## src/rtl/uart_prog_loader.sv

```systemverilog
// UART boot loader: receives a length-prefixed, little-endian word image and writes it into instruction memory.
// Optional checksum verification of the image is enabled with macro LOADER_CHECKSUM_EN.
module uart_prog_loader #(
   parameter logic [31:0] ADDR_BASE = 32'h0000_0000,
   parameter int          MAX_WORDS = 4096
) (
   input  logic        clk,
   input  logic        Rst_n,
   input  logic        prog,
   input  logic [7:0]  uart_dout,
   input  logic        rx_data_present,
   output logic        rx_ren,
   input  logic        tx_full,
   output logic [7:0]  uart_din,
   output logic        tx_wen,
   output logic [31:0] imem_addr,
   output logic [31:0] imem_din,
   output logic        imem_en,
   output logic        imem_prog_ena,
   output logic        busy,
   output logic        err
);

   typedef enum logic [2:0] {
      IDLE  = 3'd0,
      LEN   = 3'd1,
      DATA  = 3'd2,
      WRITE = 3'd3,
      CSUM  = 3'd4,
      ACK   = 3'd5,
      DONE  = 3'd6
   } state_t;

   localparam logic [31:0] MAX_W = 32'(MAX_WORDS);

   state_t      state_q, state_d;
   logic        popped_q, popped_d;
   logic [1:0]  byte_cnt_q, byte_cnt_d;
   logic [15:0] word_cnt_q, word_cnt_d;
   logic [31:0] len_q, len_d;
   logic [31:0] word_q, word_d;
   logic [7:0]  sum_q, sum_d;
   logic        err_q, err_d;
   logic [31:0] addr_q, addr_d;
   logic [31:0] din_q, din_d;
   logic [7:0]  tx_byte_q, tx_byte_d;

   logic        pop_state_s;
   logic        rx_ren_s;
   logic [31:0] len_shift_s;
   logic [31:0] word_shift_s;

   // Pops are spaced by popped_q so a FWFT byte is never consumed twice.
   assign pop_state_s  = (state_q == LEN) || (state_q == DATA) || (state_q == CSUM);
   assign rx_ren_s     = prog && pop_state_s && rx_data_present && !popped_q;
   assign len_shift_s  = {uart_dout, len_q[31:8]};
   assign word_shift_s = {uart_dout, word_q[31:8]};

   assign rx_ren        = rx_ren_s;
   assign imem_en       = prog && (state_q == WRITE);
   assign imem_prog_ena = prog && (state_q == WRITE);
   assign tx_wen        = prog && (state_q == ACK) && !tx_full;
   assign busy          = (state_q != IDLE) && (state_q != DONE);
   assign err           = err_q;
   assign imem_addr     = addr_q;
   assign imem_din      = din_q;
   assign uart_din      = tx_byte_q;

   // State and datapath registers.
   always_ff @(posedge clk or negedge Rst_n) begin
      if (!Rst_n) begin
         state_q    <= IDLE;
         popped_q   <= 1'b0;
         byte_cnt_q <= 2'd0;
         word_cnt_q <= 16'd0;
         len_q      <= 32'd0;
         word_q     <= 32'd0;
         sum_q      <= 8'd0;
         err_q      <= 1'b0;
         addr_q     <= 32'd0;
         din_q      <= 32'd0;
         tx_byte_q  <= 8'd0;
      end else begin
         state_q    <= state_d;
         popped_q   <= popped_d;
         byte_cnt_q <= byte_cnt_d;
         word_cnt_q <= word_cnt_d;
         len_q      <= len_d;
         word_q     <= word_d;
         sum_q      <= sum_d;
         err_q      <= err_d;
         addr_q     <= addr_d;
         din_q      <= din_d;
         tx_byte_q  <= tx_byte_d;
      end
   end

   // Next-state and datapath update; prog low overrides everything.
   always_comb begin
      state_d    = state_q;
      popped_d   = rx_ren_s;
      byte_cnt_d = byte_cnt_q;
      word_cnt_d = word_cnt_q;
      len_d      = len_q;
      word_d     = word_q;
      sum_d      = sum_q;
      err_d      = err_q;
      addr_d     = addr_q;
      din_d      = din_q;
      tx_byte_d  = tx_byte_q;
      if (!prog) begin
         state_d = IDLE;
      end else begin
         case (state_q)
            IDLE: begin
               state_d    = LEN;
               byte_cnt_d = 2'd0;
               word_cnt_d = 16'd0;
               sum_d      = 8'd0;
               err_d      = 1'b0;
            end
            LEN: begin
               if (rx_ren_s) begin
                  len_d      = len_shift_s;
                  byte_cnt_d = byte_cnt_q + 2'd1;
                  sum_d      = sum_q + uart_dout;
                  if (byte_cnt_q == 2'd3) begin
                     if ((len_shift_s == 32'd0) || (len_shift_s > MAX_W)) begin
                        err_d     = 1'b1;
                        tx_byte_d = 8'h15;
                        state_d   = ACK;
                     end else begin
                        state_d = DATA;
                     end
                  end else begin
                     state_d = LEN;
                  end
               end else begin
                  state_d = LEN;
               end
            end
            DATA: begin
               if (rx_ren_s) begin
                  word_d     = word_shift_s;
                  byte_cnt_d = byte_cnt_q + 2'd1;
                  sum_d      = sum_q + uart_dout;
                  if (byte_cnt_q == 2'd3) begin
                     din_d   = word_shift_s;
                     addr_d  = ADDR_BASE + {14'd0, word_cnt_q, 2'b00};
                     state_d = WRITE;
                  end else begin
                     state_d = DATA;
                  end
               end else begin
                  state_d = DATA;
               end
            end
            WRITE: begin
               word_cnt_d = word_cnt_q + 16'd1;
               if (({16'd0, word_cnt_q} + 32'd1) < len_q) begin
                  state_d = DATA;
               end else begin
                  state_d = CSUM;
               end
            end
            CSUM: begin
               if (rx_ren_s) begin
`ifdef LOADER_CHECKSUM_EN
                  if (uart_dout != (8'd0 - sum_q)) begin
                     err_d     = 1'b1;
                     tx_byte_d = 8'h15;
                  end else begin
                     tx_byte_d = 8'h06;
                  end
`else
                  tx_byte_d = 8'h06;
`endif
                  state_d = ACK;
               end else begin
                  state_d = CSUM;
               end
            end
            ACK: begin
               if (!tx_full) begin
                  state_d = DONE;
               end else begin
                  state_d = ACK;
               end
            end
            DONE: begin
               state_d = DONE;
            end
            default: begin
               state_d = IDLE;
            end
         endcase
      end
   end

endmodule

```

## config.mk

```make
export PLATFORM = sky130hd
export DESIGN_NAME = uart_prog_loader
export DESIGN_NICKNAME = d
export VERILOG_FILES = /design/src/rtl/uart_prog_loader.sv
export SDC_FILE = /design/constraint.sdc
export NUM_CORES = 1
export LEC_CHECK = 0
export CORE_MARGIN = 2
export CORE_UTILIZATION = 23
export DETAILED_ROUTE_END_ITERATION = 8
export GPL_TIMING_DRIVEN = 0
export SYNTH_ARGS = -nofsm -noshare
export SYNTH_HDL_FRONTEND = slang
export SYNTH_SLANG_ARGS = --single-unit
```

## constraint.sdc

```tcl
create_clock -name clk -period 2.4 [get_ports clk]
set_input_delay 0.48 -clock clk [delete_from_list [all_inputs] [get_ports clk]]
set_output_delay 0.48 -clock clk [all_outputs]
set_load 0.01 [all_outputs]
```

**Word-level counts from Yosys, hierarchy flattened**

Cells that the tools add are included.
W data, S select, Z words.

- Bits in registers: 143
- Latch bits: 0
- Memory bits (writable): 0
- Memory bits (read-only): 0
- Bits of input ports: 13
- Memories kept: 0

- Add/sub/neg operators: 3
- $mul: 0
- Div/mod/pow operators: 0
- Order comparisons: 2
- Equal/unequal tests: 13
- Shift-type cells: 0
- Mux-type cells: 22
- Bitwise logic cells: 0
- Reductions and logical operators: 27

Operators with widths:

| kind | count |
|---|---|
| $gt A32 B13 Y1 const B | 1 |
| $logic_not A32 Y1 | 1 |
| $lt A17 B32 Y1 | 1 |
| $mux W8 | 4 |
| $pmux W16 S2 | 1 |
| $pmux W3 S7 | 1 |
| $mux W3 | 6 |
| $add A16 B1 Y17 const B | 1 |
| $add A16 B1 Y16 const B | 1 |
| $pmux W8 S2 | 1 |
| $eq A3 B3 Y1 const B | 3 |
| $reduce_and A3 Y1 | 3 |
| $reduce_bool A2 Y1 | 4 |
| $logic_and A1 B1 Y1 | 7 |
| $eq A3 B2 Y1 const B | 2 |
| $ne A2 B1 Y1 const B | 3 |
| $reduce_and A6 Y1 | 1 |
| $mux W1 | 5 |
| $reduce_and A5 Y1 | 1 |
| $mux W2 | 2 |
| $ne A2 B2 Y1 const B | 2 |
| $pmux W2 S2 | 1 |
| $reduce_and A4 Y1 | 1 |
| $eq A3 B1 Y1 const B | 1 |
| other kinds (10) | 13 |

**Logic depth before layout (Yosys ltp)**

- Depth in word-level cells: 9
- Mapped depth: 14

**Worst setup path before layout**

No wires, ideal clock.

- Path type: register -> register
- Start point: register word_cnt_q[2]
- End point: register state_q[2]
- Setup time: 135 ps
- Data arrival time: 2,539 ps
- Setup slack: -273 ps
- Cell stages (with the launch flop): 15
- Buffers on the path: 2
- Cells stage by stage: dfrtp_1 > buf_2 > nand3_2 > nor2_4 > and3_1 > buf_4 > nand3_2 > xnor2_2 > ha_1 > a21o_1 > a21o_1 > a2111oi_0 > o41ai_1 > nand2_1 > o211ai_1

- Word-level cells in the longest chain between the ends: 5

Ends and longest elaborated chain:

| what | line | text |
|---|---|---|
| start, declared | 39 | `logic [15:0] word_cnt_q, word_cnt_d;` |
| start signal, assigned | 87 | `word_cnt_q <= word_cnt_d;` |
| $add A16 B1 Y17 | 160 | `if (({16'd0, word_cnt_q} + 32'd1) < len_q) begin` |
| $lt A17 B32 Y1 | 160 |  |
| $mux W3 | 160 |  |
| $pmux W3 S7 | 114 | `case (state_q)` |
| $mux W3 | 111 | `if (!prog) begin` |
| named net state_d[2] | 36 | `state_t state_q, state_d;` |
| end signal, assigned | 84 | `state_q <= state_d;` |
| end, declared | 36 |  |

The timed path passes the listed nets, and every way through them passes these cells.
A chain may end at the register's enable or synchronous reset.

**Final worst setup path**

- Start point: register word_cnt_q[10]
- End point: register state_q[2]

Same word-level chain as after synthesis.

==> impl_results.md <==
* Final Worst Setup Slack at -236 ps
* Setup total negative slack at -436 ps
* Netlist cell types at 53
* Total track usage at 10.5%
* Post-synth top area share at 53.3%
* First-pass GRT wire length at 23.0 mm
* Die height at 167 um
* Post-route minimum period at 2640 ps
* Dpl hpwl at 9.77 mm
* H-tree levels at 4
* Layout Skew at 6.12 ps
* Via count at 4217
* Ys flop type: dfrtp_1
* EDFF count, synth at 0
* RSZ-0062 raised after global routing: true
* Hold depth at 1
* Rel. slew slack at 61.1%
* Share of cells above drive strength 1 at 33.3%
* Synth Area per Inst at 11.9 um2
* TritonCTS Sinks at 130
* Worst hold slack at 467 ps
* Final instance area at 8400 um2
* RR Startpoint: word_cnt_q[10]
* CP Launch Type: flip-flop
* Synth top area cells: dfrtp_1, mux2_2, ha_1, mux2_1, buf_4
* Largest net degree at the start of global routing at 99
* CTS tree: built
* Clk pin slew, worst setup/hold paths at 60 ps
* Initial DRC Count at 277
* Status: finished, violations left
* CP top delay family: compound AO/OA/AOI/OAI gates
* Final setup violating endpoints at 2
* Leakage at 4.02 nW
* Crit path cell chain: nand3_1, nor2_4, buf_4, and3_4, and3_4, xor2_2, ha_1, a21o_1, a2111oi_4, o41ai_2, nand2_1, o211ai_1
* Final WL at 14.4 mm
* FF-to-FF End: state_q[2]
* Placed Instances at 936
* IO Port Bufs at 70
* Top cell type by total area after synthesis: dfrtp_1
* Tot Pwr at 6.19 mW
* Area grow syn2layout at 37.6%
* Worst path required time at 2690 ps
* Remaining DRCs at 0
* Worst-path fanout max at 5
* Vias in the first global route at 4296
* Starting Density at 23.4%
* Worst path buffer plus inverter count at 1
* Routed Antenna Nets at 0
* Final hold vios at 0
* Failing checks: setup timing
* Fin cells at 993
* Seq/Total Area, Yosys at 53.3%
* CTS max path bufs at 2
* Final nets at 677
* Hold Crit Class: flip-flop to flip-flop
* Crit-path max cell delay at 420 ps
* # IOs at 91
* Maximum clock frequency at 379 MHz
* Hold Startpoint: uart_din[2]
* Post-synthesis async set-or-reset flop share at 100%
* Pwr Density at 737 nW/um2
* Root buf cell: clkbuf_16
* Avg Vias per Cell at 4.25
* Initial antenna violation count at 0
* Routability-driven placement congestion ratio at 0.783
* Final Core Density at 32.2%
* Cell Area, Placed at 7390 um2
* Tightest Pin Transition at 583 ps
* Remaining Overflow, GRT at 0
* DR pass1 iterations at 4
* Row cnt at 59
* Crit path kind: flip-flop to flip-flop
* DIE WIDTH at 167 um
* Die area at 27900 um2
* #FFs+latches synth at 130
* Drt wl/cell at 14.5 um
* Top cells by count, synth: dfrtp_1, mux2_2, nand2_1, o21ai_0, buf_4
* Critical path's most frequent cell: and3_4
* Core outline area at 26100 um2
* Clk_lat worst skew at 420 ps
* Final worst-path cycle share at 110%
* R2R cell count at 12
* Post-Syn Instances at 511
* R2r setup slk at -240 ps
* Critical Path Sink Type: flip-flop
* Max-Cap Viols at 0
* Max VDD drop at 0.000600 V
* Synth warnings at 0
* DP Worst Slack at -801 ps
* Worst Hold Path EP: uart_din[2]
* Cell with the most instances after synthesis: dfrtp_1
* TritonCTS Buffers at 17
* Fin. max-slew vios at 0
* Cell Area, Synth at 6100 um2
* Diodes inserted at 0
* CP arrival at 2920 ps
* CP max-delay cell: dfrtp_2
-- final cells by class --
class                   count  area (um2)
plain buffers              40         285
clock buffers              18         439
clock inverters            13         208
fillers                  2645       17700
inverters                  21        93.8
multi-input cells         335        2730
flip-flops and latches    130        3260
well taps                 335         419
repair buffers            101         956
-- worst max-delay path by stage --
stage                     slack (ps)       endpoint           start  cells after the start
final                           -240     state_q[2]  word_cnt_q[10]                     12
after global placement         -5060  word_cnt_q[0]           Rst_n                      1
after CTS                       -260     state_q[2]   word_cnt_q[2]                     13
after detailed placement        -800  imem_prog_ena            prog                      6
after global routing            -370     state_q[2]  word_cnt_q[10]                     12
after floorplan                 -110     state_q[2]   word_cnt_q[2]                     14
-- routing by layer --
metal	up-vias	wire (um)	track usage, %
met4	0	194	3.26
met2	101	6870	16.7
met3	12	746	3.68
met1	2086	6550	13.4
met5	-	0	0
li1	2018	-	-
-- cells by family (layout without fill, tap and decap cells) --
family	after synthesis	in the layout	share of synthesized area [%]
AND/OR/NAND/NOR	114	114	9.25
buffers and inverters	65	193	5.97
flip-flops	130	130	53.3
other	1	20	0.0614
adder cells (fa/ha/maj)	18	18	3.69
multiplexers	96	96	17.7
XOR/XNOR	17	17	2.56
AO/OA/AOI/OAI	70	70	7.48
-- cells in the final DEF, fill, tap and decap left out, types with 5 or more instances in the layout --
cell	netlist	routed
a21oi_1	8	8
buf_2	9	6
buf_4	25	53
buf_6	2	6
bufinv_16	0	5
clkbuf_16	0	17
clkdlybuf4s50_1	0	64
conb_1	1	20
dfrtp_1	130	121
dfrtp_2	0	9
ha_1	18	16
inv_1	20	18
mux2_1	20	20
mux2_2	75	75
nand2_1	40	37
nand3_1	17	15
nor2_1	18	16
nor3_1	5	5
nor4_1	6	6
o21ai_0	28	28
xnor2_1	7	7
xor2_1	9	7
-- what timing repair did --
| action | 4_1_cts | 5_1_grt |
|---|---|---|
| endpoints found under the setup margin | 7 | 4 |
| hold buffers | 1 | 0 |
| pin swaps | 14 | 13 |
| buffers inserted | 19 | 10 |
| resized for setup | 30 | 16 |
| hold endpoints to repair | 32 | 0 |
-- sequential cells by signal, summed over array words and instances, names as in the netlist --
signal / count
byte_cnt_q: 2
err: 1
word_q: 24
imem_addr: 16
popped_q: 1
state_q: 3
len_q: 32
imem_din: 32
uart_din: 3
word_cnt_q: 16
-- report_power, final --
part	total, mW	internal (mW)	leakage (nW)	switching, mW
clock	2.86	1.87	0.317	0.991
combinational	0.750	0.360	1.97	0.390
sequential	2.58	2.42	1.74	0.164
total	6.19	4.65	4.02	1.55
(Power assumes the default switching activity.)
